[src/rtl/core_pipe_ctrl_if.sv]
// Handshake bundle between the i2d pipeline and its control unit.
// The master drives stall/exception requests; the slave returns halt/flush/redirect.
interface core_pipe_ctrl_if #(
  parameter int NSTAGE = 4
);
  localparam int SW = $clog2(NSTAGE);

  logic              mau_busy;
  logic [NSTAGE-1:0] stall_req;
  logic              except;
  logic [SW-1:0]     except_stage;
  logic [NSTAGE-1:0] halt;
  logic [NSTAGE-1:0] flush;
  logic              redirect;
  logic              except_busy;
  logic              stall_timeout;

  modport master (
    output mau_busy, stall_req, except, except_stage,
    input  halt, flush, redirect, except_busy, stall_timeout
  );

  modport slave (
    input  mau_busy, stall_req, except, except_stage,
    output halt, flush, redirect, except_busy, stall_timeout
  );
endinterface

[src/rtl/core_pipe_ctrl.sv]
// Pipeline halt/flush control for the i2d core with an exception flush sequencer.
// Optional stall watchdog enabled by defining CORE_PIPE_CTRL_WDOG_EN.
module core_pipe_ctrl #(
  parameter int NSTAGE     = 4,
  parameter int FLUSH_CYC  = 1,
  parameter int WDOG_LIMIT = 1023
) (
  input  logic                    clk,
  input  logic                    rst_n,
  core_pipe_ctrl_if.slave         bus
);
  localparam int SW = $clog2(NSTAGE);
  localparam int FW = (FLUSH_CYC > 1) ? $clog2(FLUSH_CYC) : 1;
  localparam logic [SW-1:0] LAST_IDX = SW'(NSTAGE - 1);
  localparam logic [FW-1:0] FCNT_LOAD = FW'(FLUSH_CYC - 1);

  if (NSTAGE < 2 || FLUSH_CYC < 1 || WDOG_LIMIT < 1) begin : g_param_check
    $error("core_pipe_ctrl: illegal parameter value");
  end

  typedef enum logic [1:0] {S_IDLE, S_WAIT, S_FLUSH} state_e;

  state_e        state_q, state_d;
  logic [SW-1:0] ks_q, ks_d;
  logic [FW-1:0] fcnt_q, fcnt_d;

  logic [NSTAGE-1:0] hreq;
  logic [NSTAGE-1:0] flush_w;
  logic [NSTAGE-1:0] halt_w;
  logic [SW-1:0]     stage_clamped;

  assign stage_clamped = (bus.except_stage > LAST_IDX) ? LAST_IDX : bus.except_stage;

  always_ff @(posedge clk) begin
    if (!rst_n) begin
      state_q <= S_IDLE;
      ks_q    <= '0;
      fcnt_q  <= '0;
    end else begin
      state_q <= state_d;
      ks_q    <= ks_d;
      fcnt_q  <= fcnt_d;
    end
  end

  always_comb begin
    state_d = state_q;
    ks_d    = ks_q;
    fcnt_d  = fcnt_q;
    case (state_q)
      S_IDLE: begin
        if (bus.except) begin
          ks_d = stage_clamped;
          if (bus.mau_busy) begin
            state_d = S_WAIT;
          end else begin
            state_d = S_FLUSH;
            fcnt_d  = FCNT_LOAD;
          end
        end
      end
      S_WAIT: begin
        if (!bus.mau_busy) begin
          state_d = S_FLUSH;
          fcnt_d  = FCNT_LOAD;
        end
      end
      S_FLUSH: begin
        // Memory activity cannot stretch the flush once it has started.
        if (fcnt_q == '0) begin
          state_d = S_IDLE;
        end else begin
          fcnt_d = fcnt_q - 1'b1;
        end
      end
      default: state_d = S_IDLE;
    endcase
  end

  // Flush/redirect/busy decode only from flops, so input glitches never reach them.
  genvar gi;
  generate
    for (gi = 0; gi < NSTAGE; gi++) begin : g_stage
      assign hreq[gi]    = bus.mau_busy | (|bus.stall_req[NSTAGE-1:gi]);
      assign flush_w[gi] = (state_q == S_FLUSH) && (ks_q >= SW'(gi));
      assign halt_w[gi]  = rst_n & hreq[gi] & ~flush_w[gi];
    end
  endgenerate

  assign bus.halt        = halt_w;
  assign bus.flush       = flush_w;
  assign bus.redirect    = (state_q == S_FLUSH) && (fcnt_q == '0);
  assign bus.except_busy = (state_q != S_IDLE);

`ifdef CORE_PIPE_CTRL_WDOG_EN
  localparam int WW = $clog2(WDOG_LIMIT + 1);
  localparam logic [WW-1:0] WLIM = WW'(WDOG_LIMIT);

  logic [WW-1:0] wcnt_q, wcnt_d;
  logic          timeout_q, timeout_d;

  always_comb begin
    wcnt_d = '0;
    if (halt_w[0]) begin
      wcnt_d = (wcnt_q == WLIM) ? wcnt_q : wcnt_q + 1'b1;
    end
    timeout_d = timeout_q | (wcnt_d == WLIM);
  end

  always_ff @(posedge clk) begin
    if (!rst_n) begin
      wcnt_q    <= '0;
      timeout_q <= 1'b0;
    end else begin
      wcnt_q    <= wcnt_d;
      timeout_q <= timeout_d;
    end
  end

  assign bus.stall_timeout = timeout_q;
`else
  assign bus.stall_timeout = 1'b0;
`endif

endmodule

[src/flat_wrapper.sv]
// flat-port wrapper written by rule: the top's interface ports become plain ports
module core_pipe_ctrl_flat 
#(
  parameter int NSTAGE     = 4,
  parameter int FLUSH_CYC  = 1,
  parameter int WDOG_LIMIT = 1023
)
  (clk, rst_n, bus_mau_busy, bus_stall_req, bus_except, bus_except_stage, bus_halt, bus_flush, bus_redirect, bus_except_busy, bus_stall_timeout);
  core_pipe_ctrl_if #(.NSTAGE(NSTAGE)) bus_i ();
  input  logic clk;
  input  logic rst_n;
  input wire logic [$bits(bus_i.mau_busy)-1:0] bus_mau_busy;
  input wire logic [$bits(bus_i.stall_req)-1:0] bus_stall_req;
  input wire logic [$bits(bus_i.except)-1:0] bus_except;
  input wire logic [$bits(bus_i.except_stage)-1:0] bus_except_stage;
  output wire logic [$bits(bus_i.halt)-1:0] bus_halt;
  output wire logic [$bits(bus_i.flush)-1:0] bus_flush;
  output wire logic [$bits(bus_i.redirect)-1:0] bus_redirect;
  output wire logic [$bits(bus_i.except_busy)-1:0] bus_except_busy;
  output wire logic [$bits(bus_i.stall_timeout)-1:0] bus_stall_timeout;
  assign bus_i.mau_busy = bus_mau_busy;
  assign bus_i.stall_req = bus_stall_req;
  assign bus_i.except = bus_except;
  assign bus_i.except_stage = bus_except_stage;
  assign bus_halt = bus_i.halt;
  assign bus_flush = bus_i.flush;
  assign bus_redirect = bus_i.redirect;
  assign bus_except_busy = bus_i.except_busy;
  assign bus_stall_timeout = bus_i.stall_timeout;
  core_pipe_ctrl #(.NSTAGE(NSTAGE), .FLUSH_CYC(FLUSH_CYC), .WDOG_LIMIT(WDOG_LIMIT)) u_core (.clk(clk), .rst_n(rst_n), .bus(bus_i));
endmodule
[config.mk]
export PLATFORM = sky130hd
export DESIGN_NAME = core_pipe_ctrl_flat
export DESIGN_NICKNAME = d
export VERILOG_FILES = /design/src/rtl/core_pipe_ctrl_if.sv /design/src/rtl/core_pipe_ctrl.sv /design/src/flat_wrapper.sv
export SDC_FILE = /design/constraint.sdc
export NUM_CORES = 1
export LEC_CHECK = 0
export BUFFER_PORTS_ARGS = -buffer_cell sky130_fd_sc_hd__buf_2
export CAP_MARGIN = 20
export CORE_AREA = 2 2 39 41
export CTS_BUF_LIST = sky130_fd_sc_hd__clkbuf_4 sky130_fd_sc_hd__clkbuf_8
export DETAILED_ROUTE_END_ITERATION = 12
export DIE_AREA = 0 0 41 43
export RECOVER_POWER = 25
export SYNTH_ARGS = -nofsm -noshare
export SYNTH_HDL_FRONTEND = slang
export SYNTH_SLANG_ARGS = --single-unit
[constraint.sdc]
create_clock -name clk -period 1.85 [get_ports clk]
set_input_delay 0.37 -clock clk [delete_from_list [all_inputs] [get_ports clk]]
set_output_delay 0.37 -clock clk [all_outputs]
set_load 0.02 [all_outputs]
; ---- After elaboration in Yosys (flattened, before gate mapping)
; Cells that the tools add are included.
; W data, S select, Z words.
[classes]
addsub = 1
n_lt_le_gt_ge = 5
eq_ne = 5
mux = 10
n_bitwise = 17
n_reduce_logical = 14
[ops]
columns = op, count
row1 = $mux W2, 5
row2 = $and A1 B1 Y1, 8
row3 = $ne A2 B2 Y1 const B, 3
row4 = $pmux W2 S3, 1
row5 = $logic_and A1 B1 Y1, 5
row6 = $not A1 Y1, 5
row7 = $ge A2 B1 Y1 const B, 2
row8 = $ge A2 B2 Y1 const B, 2
row9 = $or A1 B1 Y1, 4
row10 = $reduce_and A2 Y1, 2
row11 = $reduce_or A4 Y1, 1
row12 = $mux W1, 3
row13 = $pmux W1 S3, 1
row14 = $reduce_and A3 Y1, 1
row15 = $reduce_bool A3 Y1, 1
row16 = $reduce_or A3 Y1, 1
row17 = $eq A2 B1 Y1 const B, 1
row18 = $eq A2 B2 Y1 const B, 1
row19 = $gt A2 B2 Y1 const B, 1
row20 = $logic_not A2 Y1, 1
row21 = $reduce_bool A2 Y1, 1
row22 = $reduce_or A2 Y1, 1
row23 = $sub A1 B1 Y1 const B, 1
[totals]
ff_bits = 5
input_bits = 10
out_inout_bits = 11

; ---- Longest topological paths before layout
; Gate-level depths: netlist (run 1).
[logic_depth]
ltp_word = 4
depth_mapped = 4

; ---- Worst setup path after synthesis (run 1)
; No wires, ideal clock.
[synth_path]
kind = reg2out
from = register u_core.state_q[0]
to = output bus_halt[3]
arrival_time_ps = 1281
t_required_ps = 1480
setup_slack_ps = 199
path_stages_with_launch = 5
n_path_buf = 0
cell_sequence = dfxtp_1 nand2b_1 inv_1 and3_1 nor2_1
[synth_via]
elab_chain_cells = 4
[synth_lines]
columns = item, line
row1 = "start, declared", core_pipe_ctrl.sv:23  ; state_e state_q, state_d;
row2 = "start signal, assigned", core_pipe_ctrl.sv:40  ; state_q <= state_d;
row3 = $eq A2 B2 Y1, core_pipe_ctrl.sv:85  ; assign flush_w[gi] = (state_q == S_FLUSH) && (ks_q >= SW'(gi));
row4 = $logic_and A1 B1 Y1, core_pipe_ctrl.sv:85
row5 = named net bus_flush[3], flat_wrapper.sv:17  ; output wire logic [$bits(bus_i.flush)-1:0] bus_flush;
row6 = $not A1 Y1, core_pipe_ctrl.sv:86  ; assign halt_w[gi] = rst_n & hreq[gi] & ~flush_w[gi];
row7 = $and A1 B1 Y1, core_pipe_ctrl.sv:86
row8 = "end, declared", flat_wrapper.sv:16  ; output wire logic [$bits(bus_i.halt)-1:0] bus_halt;
; The timed path passes the listed nets, and every way through them passes these cells.

; ---- Worst setup path after layout (run 1)
[layout_path]
from = input bus_mau_busy
to = output bus_halt[0]
[layout_via]
elab_chain_cells = 3
[layout_lines]
columns = item, line
row1 = "start, declared", flat_wrapper.sv:12  ; input wire logic [$bits(bus_i.mau_busy)-1:0] bus_mau_busy;
row2 = $or A1 B1 Y1, core_pipe_ctrl.sv:84  ; assign hreq[gi] = bus.mau_busy | (|bus.stall_req[NSTAGE-1:gi]);
row3 = $and A1 B1 Y1 (2 in a row), core_pipe_ctrl.sv:86
; No other way between the ends.

==> results of run 1 <==
power groups by stage:
stage / Sequential (uW) / Combinational (uW) / Clock [uW]
2_1_floorplan: 118 / 41.9 / 0
6_report: 118 / 63.4 / 137
4_1_cts: 117 / 64.2 / 146
3_3_place_gp: 119 / 63.7 / 0
5_1_grt: 118 / 71.5 / 151
3_5_place_dp: 119 / 64.1 / 0
cell usage in the layout (no fill, tap or decap), types with 2 or more instances in the layout:
| master | count |
|---|---|
| nand3_1 | 2 |
| nand2_1 | 5 |
| buf_2 | 19 |
| clkbuf_4 | 4 |
| o21ai_0 | 3 |
| dfxtp_1 | 5 |
| nor2_1 | 6 |
layout make-up:
class / count / area, um2
fillers: 171 / 970
multi-input cells: 29 / 165
flip-flops and latches: 5 / 100
repair buffers: 19 / 95.1
clock buffers: 4 / 30.0
well taps: 16 / 20.0
inverters: 1 / 3.75
layer usage:
layer	global-route usage	wire length (um)
met1	0.110	307
met2	0.125	295
met3	0.0471	57
met4	0.0600	0
met5	0	0
critical path, stage by stage:
cell and delay (ps):
buf_2 120, or3_4 390, o311a_1 290, buf_2 160
cell usage after synthesis, drive strengths merged:
master / count
nand2b: 1
o21ai: 3
and3: 1
and2: 1
nor3b: 1
and4: 1
or3: 2
buf: 1
nand3: 2
nor2: 6
clkbuf: 1
o311a: 1
inv: 1
nand2: 5
dfxtp: 5
a21boi: 1
conb: 1
or2: 1
nor3: 1
o221a: 1
worst paths after layout:
kind,to,from
worst max-delay path,bus_halt[0],bus_mau_busy
worst min register to register,u_core.state_q[1]$_SDFFE_PN0P_,u_core.fcnt_q$_SDFFE_PN0P_
worst min-delay path,u_core.ks_q[1]$_SDFFE_PN0P_,bus_except_stage[1]
worst max register to register,u_core.fcnt_q$_SDFFE_PN0P_,u_core.state_q[1]$_SDFFE_PN0P_
flip-flops by register name (all words and copies together) (netlist names):
name            count
u_core.fcnt_q       1
u_core.ks_q         2
u_core.state_q      2
stage by stage:
step,cells,instance area [um2]
4_1_cts,74,412
2_1_floorplan,37,278
5_1_grt,74,414
3_3_place_gp,70,382
6_report,74,414
3_5_place_dp,70,382
kinds of logic after synthesis:
| logic type | synth area share |
|---|---|
| AOI/OAI and AO/OA | 0.158 |
| buffers and inverters | 0.0540 |
| DFF | 0.360 |
| other | 0.0135 |
| and+or+nand+nor | 0.414 |
==> metrics.md, run 1 <==
| Metric | Value |
|---|---|
| Boundary Pins | 21 |
| Cell area power density | 768 mW/mm2 |
| Synth top area share | 0.360 |
| Largest net degree at the start of global routing | 12 |
| CTS sink cnt | 5 |
| Max-slew violation count | 0 |
| Status | completed |
| Number of DRC markers in iteration 0 | 6 |
| Fin. Hold Viols | 0 |
| Vias | 319 |
| Tmin final | 1690 ps |
| DRT Pass-1 Iters | 2 |
| YS warnings | 0 |
| Area leader, netlist | dfxtp_1 |
| Synth Instances | 37 |
| Net Sw Frac | 0.260 |
| Max_cap viols | 0 |
| DIE HEIGHT | 43 um |
| Clock power frac | 0.431 |
| First-pass GRT wire length | 1060 um |
| CP Class | primary input to output pin |
| DR vias/cell | 4.31 |
| Hold path cells | 3 |
| Mapped cell area | 278 um2 |
| Max FO, Critical Path | 4 |
| Static Leak | 0.000219 uW |
| Critical path arrival | 1320 ps |
| Post-CTS setup buffer count | 0 |
| CTS tree | yes |
| Register clock-pin slew on the reported worst setup and hold paths | 40 ps |
| Required @ worst endpoint | 1480 ps |
| Part of the cycle the worst path needs | 0.914 |
| Die Wd | 41 um |
| DIE AREA | 0.00176 mm2 |
| Final setup vio count | 0 |
| Part of the power in registers | 0.370 |
| Gr ovfl total | 0 |
| PortBufs | 19 |
| Setup TNS | 0 ps |
| All-Layer GR Usage | 0.0925 |
| Vias in the first global route | 277 |
| P&R area growth vs syn | 49.1% |
| Register area share after synthesis | 0.360 |
| Worst Slack Setup Final | 159 ps |
| Worst vdd ir | 281 uV |
| Startpoint Class | primary input |
| Initial core utilization | 0.201 |
| Ant. Diodes | 0 |
| Routed len/inst | 8.93 um |
| Pre-CTS setup slack | 164 ps |
| DRT Wirelength | 661 um |
| P_sw | 82.9 uW |
| Post-CTS Resized | 0 |
| FF-to-FF setup slack | 810 ps |
| Min Hold Slack | 350 ps |
| RSZ-0062 raised after global routing | no |
| Worst min path class | primary input to flop |
| Total chip power | 318 uW |
| Share of post-route cells with drive strength above 1 | 0.466 |
| Rows | 14 |
| Drt drc | 0 |
| CP endpoint kind | output pin |
| Top cells by area, synth | dfxtp_1 36%, nor2_1 8.1%, nand2_1 6.8% |
| CORE AREA | 0.00138 mm2 |
| Routability cong. | 0.669 |
| Initial antenna violation count | 0 |
| Netlist cell types | 21 |
| Pint | 235 uW |
| Final ANT Viol Nets | 0 |
| Post-CTS Hold Buffers | 0 |
| Combinational share of power | 0.199 |
| Yosys reg bits | 5 |
| Core Util, Final | 0.299 |
| Syn_nets | 47 |
| Fin nets | 69 |
| Clock root cell | clkbuf_4 |
| Synth Area per Inst | 7.51 um2 |
| Register-to-Register Path Depth | 2 |
| F_max | 0.591 GHz |
| CTS Buf Count | 3 |
| Clock skew | 0.242 ps |
| H-Tree Depth | 1 |
| Worst-Skew Late Latency | 240 ps |
| Max clock buf depth | 2 |
No activity file was read; power rests on OpenSTA's default activity.
==> run 2: changes to the inputs <==
- ABC_AREA: not set -> 1
==> run 2 against run 1 <==
Design area rose by 18%. Highest routed layer is now met4. Critical path type is now flop to output pin. Non-clock buffer count did not move. Sequential share of layout area fell by 3.8 points. Register-to-register slack improved by 70 ps. Combinational power rose by 42%. Largest power group unchanged.
==> metrics.md, run 2 <==
| Metric | Value |
|---|---|
| Status | completed |
| Worst min path class | primary input to flop |
| Largest family of logic cells by synthesized area | simple AND/OR/NAND/NOR gates |
| Hold Crit Endpoint | u_core.state_q[0]$_SDFFE_PN0P_ |
| Fin. Hold Viols | 0 |
| Area leader, netlist | dfxtp_1 |
| Share of post-route cells with drive strength above 1 | 0.481 |
| Tmin final | 1460 ps |
| Top delay family on crit path | flip-flops |
| Worst path slowest cell | dfxtp_1 |
| YS warnings | 0 |
| Fill cells | 159 |
| First-pass GRT wire length | 1180 um |
| Flip-flop and latch area | 100 um2 |
| DRT Wirelength | 785 um |
| RR Endpoint | u_core.ks_q[1]$_SDFFE_PN0P_ |
| Part of the cycle the worst path needs | 0.787 |
| Max incr delay on CP | 400 ps |
| Setup TNS | 0 ps |
| Clock root cell | clkbuf_4 |
| F_max | 0.687 GHz |
| Ys flop type | dfxtp_1 |
| Post-CTS setup buffer count | 0 |
| PortBufs | 19 |
| Drt drc | 0 |
| Post-DP HPWL | 642 um |
| CTS Buf Count | 3 |
| DIE AREA | 0.00176 mm2 |
| Max clock buf depth | 2 |
| Synth Instances | 56 |
| Ant. Diodes | 0 |
| Mux contribution to synthesized area | 0 |
| Clock power frac | 0.401 |
| DR WL met2 | 349 um |
| Gr ovfl total | 0 |
| FF-to-FF setup slack | 880 ps |
| Post-synth top cells | 13 x nor2_1, 7 x nand2_1, 5 x dfxtp_1, 5 x inv_1, 4 x nor2_2 |
| P&R area growth vs syn | 36.1% |
| Register area share after synthesis | 0.278 |
| Netlist cell types | 19 |
| Post-CTS Hold Buffers | 0 |
| Max-slew violation count | 0 |
| CP endpoint kind | output pin |
| Hold path cells | 3 |
| Final ANT Viol Nets | 0 |
| Combinational share of power | 0.257 |
| Multi-input logic area | 214 um2 |
| Boundary Pins | 21 |
| RSZ-0062 raised after global routing | no |
| Worst-Skew Late Latency | 240 ps |
| Die Wd | 41 um |
| Top cells by area, synth | dfxtp_1 28%, nor2_1 14%, nand2_1 7.3% |
| Initial antenna violation count | 0 |
| Synth top area share | 0.278 |
| H-Tree Depth | 1 |
| Pint | 243 uW |
| Met3 WL | 66 um |
| Post-synthesis adder-cell area fraction | 0 |
| Commonest non-fill, non-tap cell in the layout | buf_2 |
| Register clock-pin slew on the reported worst setup and hold paths | 50 ps |
| Part of the power in registers | 0.342 |
| Worst path cell trace | nand2_4 -> o21ai_1 -> nor2_1 -> buf_2 |
| Largest net degree at the start of global routing | 11 |
| DIE HEIGHT | 43 um |
| Vias | 381 |
| Synth Area in Compound Gates | 0.0903 |
| Number of DRC markers in iteration 0 | 8 |
| Cell area power density | 717 mW/mm2 |
| Max Used Layer | met4 |
| Routed len/inst | 8.44 um |
| CTS sink cnt | 5 |
| Yosys reg bits | 5 |
| Static Leak | 0.000262 uW |
| Max FO, Critical Path | 8 |
| Rows | 14 |
| Clock skew | 7.69 ps |
| Register-to-Register Path Depth | 4 |
| RR Startpoint | u_core.state_q[1]$_SDFFE_PN0P_ |
| Max_cap viols | 0 |
| DR vias/cell | 4.10 |
| P_sw | 108 uW |
| All-Layer GR Usage | 0.104 |
| Biggest registers after layout | u_core.ks_q: 2 flops, u_core.state_q: 2 flops, u_core.fcnt_q: 1 flops |
| Mapped cell area | 360 um2 |
| CTS tree | yes |
| CP Class | flop to output pin |
| Synth Area in Simple Gates | 0.500 |
| Startpoint Class | flop |
| Vias in the first global route | 316 |
| Post-CTS Resized | 0 |
| Routability cong. | 0.675 |
| Fin nets | 88 |
| Required @ worst endpoint | 1480 ps |
| Most frequent cells in the layout | 19 x buf_2, 14 x nor2_1, 7 x nand2_1, 5 x inv_1, 5 x dfxtp_1 |
| Hold Crit Start | bus_mau_busy |
| Critical path arrival | 1090 ps |
| Synth Area per Inst | 6.43 um2 |
| Final setup vio count | 0 |
| Worst Path Buf+Inv | 1 |
| Net Sw Frac | 0.308 |
| Min Hold Slack | 398 ps |
| M1 wire length | 362 um |
| Initial core utilization | 0.260 |
| CORE AREA | 0.00138 mm2 |
| Async set-reset flop share out of synthesis | 0 |
| Xor/xnor share of the synthesized area | 0 |
| Worst vdd ir | 322 uV |
| Syn_nets | 66 |
| DRT Pass-1 Iters | 4 |
| Most instantiated library cell after synthesis | nor2_1 |
| EDFF count, synth | 0 |
==> run 2: layout make-up <==
class                           count  share of cell area
Multi-Input combinational cell     41               0.436
Timing Repair Buffer               19               0.194
Clock buffer                        4              0.0612
Tap cell                           16              0.0408
Inverter                            8              0.0638
Sequential cell                     5               0.204
==> run 2: logic make-up (layout without fill, tap and decap cells) <==
family                 count (synthesis)  after routing
flip-flops                             5              5
other                                  1              1
AND/OR/NAND/NOR                       35             35
AO/OA/AOI/OAI                          5              5
buffers and inverters                 10             31
==> run 2: worst max path at each step <==
stage	endpoint	cells after the start	from	slack (ps)
2_1_floorplan	bus_halt[3]	3	rst_n	540
3_3_place_gp	bus_halt[3]	4	rst_n	510
3_5_place_dp	bus_halt[1]	6	bus_stall_req[3]	510
4_1_cts	bus_halt[1]	4	u_core.state_q[1]$_SDFFE_PN0P_	360
5_1_grt	bus_halt[1]	4	u_core.state_q[1]$_SDFFE_PN0P_	280
6_report	bus_halt[1]	4	u_core.state_q[1]$_SDFFE_PN0P_	390
==> run 2: routing by layer <==
layer  vias to the layer above  track usage
li1                        213            -
met1                       150        0.122
met2                        16        0.141
met3                         2       0.0157
met4                         0        0.120
met5                         -            0
==> run 2: worst register-to-register path: stages (launching register included) <==
cell	delay, ps
dfxtp_1	340
nor2_1	290
nand3b_1	120
nand2_1	70
nor2_1	40
==> run 2: power by group through the flow <==
stage | Clock [uW] | Sequential [uW] | Combinational [uW]
2_1_floorplan | 0 | 122 | 66.1
3_3_place_gp | 0 | 122 | 91.1
3_5_place_dp | 0 | 123 | 91.7
4_1_cts | 147 | 121 | 92.0
5_1_grt | 153 | 121 | 101
6_report | 141 | 120 | 90.3
==> run 2: metrics by stage <==
stage	cells	instance area [um2]	util	total power, uW	worst slack [ps]
4_1_cts	93	493	0.356	359	360
5_1_grt	93	490	0.354	376	284
6_report	93	490	0.354	352	394
3_3_place_gp	89	463	0.335	213	509
2_1_floorplan	56	360	-	188	537
3_5_place_dp	89	463	0.335	214	514
